## config.mk

```make
export PLATFORM = sky130hd
export DESIGN_NAME = conv_layer_seq
export DESIGN_NICKNAME = d
export VERILOG_FILES = /design/src/rtl/conv_pkg.sv /design/src/rtl/conv_seq_wload.sv /design/src/rtl/conv_layer_seq.sv
export SDC_FILE = /design/constraint.sdc
export NUM_CORES = 1
export LEC_CHECK = 0
export ABC_AREA = 1
export BUFFER_PORTS_ARGS = -buffer_cell sky130_fd_sc_hd__buf_2
export CORE_UTILIZATION = 46
export DETAILED_ROUTE_END_ITERATION = 8
export GPL_TIMING_DRIVEN = 0
export PLACE_DENSITY = 0.92
export SLEW_MARGIN = 20
export SYNTH_ARGS = -nofsm -noshare
export SYNTH_HDL_FRONTEND = slang
export SYNTH_SLANG_ARGS = --single-unit
```

## constraint.sdc

```tcl
create_clock -name clk -period 1.4 [get_ports clk]
set_input_delay 0.07 -clock clk [delete_from_list [all_inputs] [get_ports clk]]
set_output_delay 0.07 -clock clk [all_outputs]
set_load 0.02 [all_outputs]
```

## src/rtl/conv_pkg.sv

```systemverilog
// Shared definitions for the conv layer sequencer: FSM encoding, weight word
// count and the conv weight-map offsets that follow the kernel block.
package conv_pkg;

  localparam int WORD_W      = 16;
  localparam int CONV_ADDR_W = 32;

  typedef enum logic [2:0] {
    S_IDLE,
    S_LOAD,
    S_DRAIN,
    S_RUN,
    S_DONE
  } seq_state_e;

  function automatic int weight_words(input int k0, input int k1, input int ic, input int oc);
    return k0 * k1 * ic * oc + oc + 2;
  endfunction

  // Weight map inside the conv: kernel, then one bias per output channel,
  // then the MACC coefficient, then the layer scale.
  function automatic int bias_offset(input int k0, input int k1, input int ic, input int oc);
    return k0 * k1 * ic * oc;
  endfunction

  function automatic int macc_offset(input int k0, input int k1, input int ic, input int oc);
    return bias_offset(k0, k1, ic, oc) + oc;
  endfunction

  function automatic int scale_offset(input int k0, input int k1, input int ic, input int oc);
    return macc_offset(k0, k1, ic, oc) + 1;
  endfunction

endpackage

```

## src/rtl/conv_seq_wload.sv

```systemverilog
// Weight loader: read-issue counter, one-cycle write stage into the conv and
// the optional running checksum (enabled by CONV_SEQ_CHECKSUM_EN).
module conv_seq_wload
  import conv_pkg::*;
#(
  parameter int N_WORDS    = 40,
  parameter int SRC_BASE   = 0,
  parameter int DST_BASE   = 0,
  parameter int MEM_ADDR_W = 16
) (
  input  logic                   clk,
  input  logic                   rst,
  input  logic                   clear,
  input  logic                   issue,
  output logic                   last_issue,
  output logic                   mem_rd_en,
  output logic [MEM_ADDR_W-1:0]  mem_rd_addr,
  input  logic [WORD_W-1:0]      mem_rd_data,
  output logic                   weight_wr_en,
  output logic [CONV_ADDR_W-1:0] weight_wr_addr,
  output logic [WORD_W-1:0]      weight_wr_data,
  output logic                   sum_ok
);

`ifdef CONV_SEQ_CHECKSUM_EN
  localparam int N_READS = N_WORDS + 1;
`else
  localparam int N_READS = N_WORDS;
`endif
  localparam int K_W = $clog2(N_READS + 1);

  logic [K_W-1:0]         rd_idx;
  logic                   wr_en_q;
  logic [CONV_ADDR_W-1:0] wr_addr_q;

  // NOTE: reset is synchronous (sampled on the clock edge); sequential state uses <= only.
  always_ff @(posedge clk) begin
    if (rst || clear) rd_idx <= '0;
    else if (issue)   rd_idx <= rd_idx + 1'b1;
  end

  assign mem_rd_en   = issue;
  assign mem_rd_addr = issue ? MEM_ADDR_W'(SRC_BASE) + MEM_ADDR_W'(rd_idx) : '0;
  assign last_issue  = issue && (rd_idx == K_W'(N_READS - 1));

  // Write k lines up with read data k, one cycle after its read strobe; the
  // trailing checksum word is read but never written.
  always_ff @(posedge clk) begin
    if (rst) begin
      wr_en_q   <= 1'b0;
      wr_addr_q <= '0;
    end else begin
      wr_en_q <= issue && (rd_idx < K_W'(N_WORDS));
      if (issue) wr_addr_q <= CONV_ADDR_W'(DST_BASE) + CONV_ADDR_W'(rd_idx);
    end
  end

  assign weight_wr_en   = wr_en_q;
  assign weight_wr_addr = wr_addr_q;
  assign weight_wr_data = wr_en_q ? mem_rd_data : '0;

`ifdef CONV_SEQ_CHECKSUM_EN
  logic [WORD_W-1:0] sum_q;

  always_ff @(posedge clk) begin
    if (rst || clear) sum_q <= '0;
    else if (wr_en_q) sum_q <= sum_q + mem_rd_data;
  end

  // Valid in DRAIN, where the expected sum is on the read data bus.
  assign sum_ok = (sum_q == mem_rd_data);
`else
  assign sum_ok = 1'b1;
`endif

endmodule

```

## src/rtl/conv_layer_seq.sv

```systemverilog
// Per-layer sequencer: loads conv weights, admits one frame, counts outputs,
// pulses done. Optional weight checksum via CONV_SEQ_CHECKSUM_EN.
module conv_layer_seq
  import conv_pkg::*;
#(
  parameter int IN_WIDTH    = 8,
  parameter int IN_HEIGHT   = 8,
  parameter int OUT_WIDTH   = 8,
  parameter int OUT_HEIGHT  = 8,
  parameter int KERNEL_0    = 3,
  parameter int KERNEL_1    = 3,
  parameter int IN_CHANNEL  = 2,
  parameter int OUT_CHANNEL = 2,
  parameter int SRC_BASE    = 0,
  parameter int DST_BASE    = 0,
  parameter int MEM_ADDR_W  = 16
) (
  input  logic                  clk,
  input  logic                  rst,
  input  logic                  start,
  output logic                  busy,
  output logic                  done,
  output logic                  err,
  output logic                  mem_rd_en,
  output logic [MEM_ADDR_W-1:0] mem_rd_addr,
  input  logic [15:0]           mem_rd_data,
  output logic                  weight_wr_en,
  output logic [31:0]           weight_wr_addr,
  output logic [15:0]           weight_wr_data,
  input  logic                  s_valid,
  output logic                  s_ready,
  output logic                  conv_i_valid,
  input  logic                  conv_o_valid,
  output logic [15:0]           out_count
);

  localparam int N_WORDS   = weight_words(KERNEL_0, KERNEL_1, IN_CHANNEL, OUT_CHANNEL);
  localparam int FRAME_PIX = IN_WIDTH * IN_HEIGHT;
  localparam int FRAME_OUT = OUT_WIDTH * OUT_HEIGHT;
  localparam int IN_CNT_W  = $clog2(FRAME_PIX + 1);
  localparam int OUT_CNT_W = $clog2(FRAME_OUT + 1);

  seq_state_e           state, state_nxt;
  logic [IN_CNT_W-1:0]  in_cnt;
  logic [OUT_CNT_W-1:0] out_cnt;
  logic                 clear, last_issue, err_set;
`ifdef CONV_SEQ_CHECKSUM_EN
  logic                 sum_ok;
`else
  logic                 sum_ok_unused;
`endif

  conv_seq_wload #(
    .N_WORDS    (N_WORDS),
    .SRC_BASE   (SRC_BASE),
    .DST_BASE   (DST_BASE),
    .MEM_ADDR_W (MEM_ADDR_W)
  ) u_wload (
    .clk            (clk),
    .rst            (rst),
    .clear          (clear),
    .issue          (state == S_LOAD),
    .last_issue     (last_issue),
    .mem_rd_en      (mem_rd_en),
    .mem_rd_addr    (mem_rd_addr),
    .mem_rd_data    (mem_rd_data),
    .weight_wr_en   (weight_wr_en),
    .weight_wr_addr (weight_wr_addr),
    .weight_wr_data (weight_wr_data),
`ifdef CONV_SEQ_CHECKSUM_EN
    .sum_ok         (sum_ok)
`else
    .sum_ok         (sum_ok_unused)
`endif
  );

  always_ff @(posedge clk) begin
    if (rst) state <= S_IDLE;
    else     state <= state_nxt;
  end

  // NOTE: every always_comb output gets a default first so no latch is inferred.
  always_comb begin
    state_nxt = state;
    clear     = 1'b0;
    err_set   = 1'b0;
    case (state)
      S_IDLE: if (start) begin
        state_nxt = S_LOAD;
        clear     = 1'b1;
      end
      S_LOAD:  if (last_issue) state_nxt = S_DRAIN;
`ifdef CONV_SEQ_CHECKSUM_EN
      S_DRAIN: if (sum_ok) state_nxt = S_RUN;
               else begin
                 state_nxt = S_DONE;
                 err_set   = 1'b1;
               end
`else
      S_DRAIN: state_nxt = S_RUN;
`endif
      S_RUN:   if (conv_o_valid && out_cnt == OUT_CNT_W'(FRAME_OUT - 1)) state_nxt = S_DONE;
      S_DONE:  state_nxt = S_IDLE;
      default: state_nxt = S_IDLE;
    endcase
  end

  assign busy         = (state != S_IDLE);
  assign done         = (state == S_DONE);
  assign s_ready      = (state == S_RUN) && (in_cnt != IN_CNT_W'(FRAME_PIX));
  assign conv_i_valid = s_valid && s_ready;
  assign out_count    = 16'(out_cnt);

  // Output beats only count in RUN; the count holds until the next start.
  always_ff @(posedge clk) begin
    if (rst || clear) begin
      in_cnt  <= '0;
      out_cnt <= '0;
    end else begin
      if (conv_i_valid) in_cnt <= in_cnt + 1'b1;
      if (state == S_RUN && conv_o_valid && out_cnt != OUT_CNT_W'(FRAME_OUT))
        out_cnt <= out_cnt + 1'b1;
    end
  end

`ifdef CONV_SEQ_CHECKSUM_EN
  logic err_q;

  always_ff @(posedge clk) begin
    if (rst || clear) err_q <= 1'b0;
    else if (err_set) err_q <= 1'b1;
  end

  assign err = err_q;
`else
  assign err = 1'b0;
`endif

endmodule

```

==> reports/metrics.csv <==
stage;metric;value;unit
job;max_cap viols;0;
power;Power Total;3.23;mW
placed_design;dpl ws;0.00439;ns
critical_path;Critical Path Sink Type;flip-flop;
synthesis;synthesized flop and latch total;30;
clock_network;clock root buffer;clkbuf_8;
critical_path;Crit. path cell count;8;
placed_design;DP Wirelength;3460;um
timing;PnR worst setup slack;-0.00988;ns
detailed_routing;Vias per Instance;4.53;
synthesis;synth unique cells;22;
power;Power per Cell Area;1100;nW/um^2
clock_network;CTS Sinks;30;
cells_and_area;Layout area overhead;41.2;%
critical_path;Most Frequent Cell on Critical Path;nand2_1;
timing;final hold violations;0;
floorplan;Initial Util;47.7;%
critical_path;CP delay by family, top;simple AND/OR/NAND/NOR gates;
critical_path;Register-to-Register Setup Slack;-0.01;ns
outcome;failing checks;negative setup slack;
floorplan;die area;4790;um^2
global_routing;first-pass GRT wire length;7480;um
detailed_routing;DRT iter0 DRCs;96;
placed_design;DP Area;2610;um^2
cells_and_area;fin util;67.4;%
synthesis;yosys warns;0;
global_routing;gr usage total;19.0;%
synthesis;Yosys top cell by area;dfxtp_1;
critical_path;critical path's largest stage delay;0.40;ns
cells_and_area;Final Cell Area;2930;um^2
timing;minimum clock period;1.41;ns
synthesis;Seq/Total Area, Yosys;28.9;%
floorplan;core region area;4350;um^2
detailed_routing;via count;2282;
global_routing;total grt overflow;0;
timing;final hold slack;0.120;ns
cells_and_area;ANT cells;0;
critical_path;crit path cell chain;ha_1, nand2_1, inv_1, nand3_1, nand2_1, nand2_1, o21ai_0, nor2_1;
synthesis;post-synthesis cell count;327;
critical_path;maximum fanout along the worst path;4;
synthesis;Synth top area share;28.9;%
global_routing;vias in the first global route;1871;
power;VDD IR max;1.00;mV
detailed_routing;final wirelength;5240;um
floorplan;die width;69.2;um
detailed_routing;antenna viol nets, final;0;
synthesis;Mapped Area;2080;um^2
timing;final setup fails;2;
clock_network;CTS clk-pin slew, worst paths;0.06;ns
worst_hold_path;Min-Delay Path Class;input port to flip-flop;
cells_and_area;commonest cells after routing, fill and taps aside;88 x nand2_1, 62 x buf_4, 57 x buf_2, 50 x inv_1, 46 x conb_1;
placed_design;gpl congestion;0.860;
cells_and_area;share of layout cells above drive strength 1;36.1;%
critical_path;CP startpoint kind;flip-flop;
cells_and_area;fin nets;479;
global_routing;antenna violations before repair;0;
critical_path;slowest CP cell;dfxtp_1;
synthesis;top post-synthesis cells by area;dfxtp_1 29%, buf_4 17%, nand2_1 16%;
timing;clock skew;0.00107;ns
clock_network;clock buffer depth;2;
detailed_routing;wire length per cell;10.4;um
clock_network;CTS buffer count;5;
synthesis;mean post-synth cell area;6.36;um^2
clock_network;CTS tree;built;
placed_design;Port Buffers;60;
timing;RSZ-0062 raised after global routing;yes;
power;P_leak;1.69;nW
cells_and_area;commonest non-fill, non-tap cell in the layout;nand2_1;
critical_path;Required @ worst endpoint;1.57;ns
timing;setup TNS;-0.0156;ns
clock_network;cts hold-fix bufs;0;
outcome;status;finished, violations left;
detailed_routing;DRC Markers;0;
cells_and_area;fin cells;504;
clock_network;H-tree depth;2;
global_routing;largest net degree at the start of global routing;11;
critical_path;cells on worst reg2reg path;8;
cells_and_area;Layout fillers;332;
floorplan;FP Rows;24;
placed_design;Placed Cells incl. Taps;484;
floorplan;Die H;69.2;um
critical_path;Buf+Inv Stages, Crit Path;1;
critical_path;worst path arrival time;1.58;ns
worst_hold_path;WHS Path Cells;3;
timing;Tcrit/Tclk final;101;%
clock_network;Clk Latency, worst-skew pair;0.28;ns
floorplan;io pins;108;
timing;Final Max Tran Viols;0;
detailed_routing;drt first pass iters;4;
critical_path;Crit Path Class;flip-flop to flip-flop;
timing;Fmax achieved;709;MHz
cells by family (layout without fill, tap and decap cells):
family	count (synthesis)	after routing	synth area share [%]
adder cells (fa/ha/maj)	5	5	3.01
AND/OR/NAND/NOR	155	155	31.5
XOR/XNOR	5	5	2.11
buffers and inverters	107	187	27.9
other	1	46	0.180
AO/OA/AOI/OAI	24	24	6.32
flip-flops	30	30	28.9
Yosys cell counts:
library cell and n:
nand2_1 90, inv_1 54, buf_4 47, nor2_1 34
dfxtp_1 30, a21oi_1 19, nand3_1 14, ha_1 5
nand4_1 5, nor3_1 4, o21ai_0 4, xor2_1 4
clkbuf_1 3, nor2_4 3, buf_2 2, nand2_2 2
nand3b_1 2, conb_1 1, inv_2 1, nor3b_1 1
o21ai_4 1, xnor2_1 1
what timing repair did:
action / 4_1_cts / 5_1_grt
cloned: 0 / 0
buffers inserted: 4 / 11
pin swaps: 2 / 6
setup endpoints to repair: 19 / 22
endpoints found under the hold margin: 0 / 0
gates resized for setup: 18 / 27
state kept, by name, summed over array words and instances, names as in the netlist:
register / count
in_cnt: 7
out_cnt: 7
state: 3
u_wload.rd_idx: 6
u_wload.weight_wr_addr: 6
u_wload.weight_wr_en: 1
final timing paths:
path / from / end
max: u_wload.rd_idx[1]$_SDFFE_PP0N_ / state[2]$_SDFFE_PP0P_
min: s_valid / in_cnt[2]$_SDFFE_PP0P_
max reg2reg: u_wload.rd_idx[1]$_SDFFE_PP0N_ / state[2]$_SDFFE_PP0P_
min reg2reg: u_wload.weight_wr_addr[5]$_SDFFE_PP0N_ / u_wload.weight_wr_addr[5]$_SDFFE_PP0N_
layout make-up:
cell class / count / area (um^2) / area share [%]
well taps: 52 / 65.1 / 2.22
repair buffers: 75 / 438 / 14.9
plain buffers: 51 / 380 / 13.0
multi-input cells: 235 / 1150 / 39.1
flip-flops and latches: 30 / 612 / 20.9
inverters: 55 / 209 / 7.12
clock buffers: 6 / 82.6 / 2.81
metal layers:
metal  track usage [%]  routed length [um]  vias to the layer above  part of all wire (%)
met5                 0                   0                        -                     0
met4              12.0                 170                        0                   3.2
met3              4.22                 410                       22                   7.8
met2              35.7                2670                      116                    51
met1              18.5                1980                     1004                    38
li1                  -                   -                     1140                     -
worst register-to-register path: cells and delay by family (launching register included):
family	cells	cell delay (ns)
adder cells (fa/ha/maj)	1	0.23
flip-flops	1	0.40
buffers and inverters	1	0.07
AND/OR/NAND/NOR	5	0.46
AO/OA/AOI/OAI	1	0.14
power breakdown:
part | internal (mW) | switching (mW) | leakage, nW
Clock | 0.378 | 0.304 | 0.0431
Combinational | 0.583 | 0.935 | 1.40
Sequential | 0.933 | 0.0980 | 0.246
(Power assumes the default switching activity.)
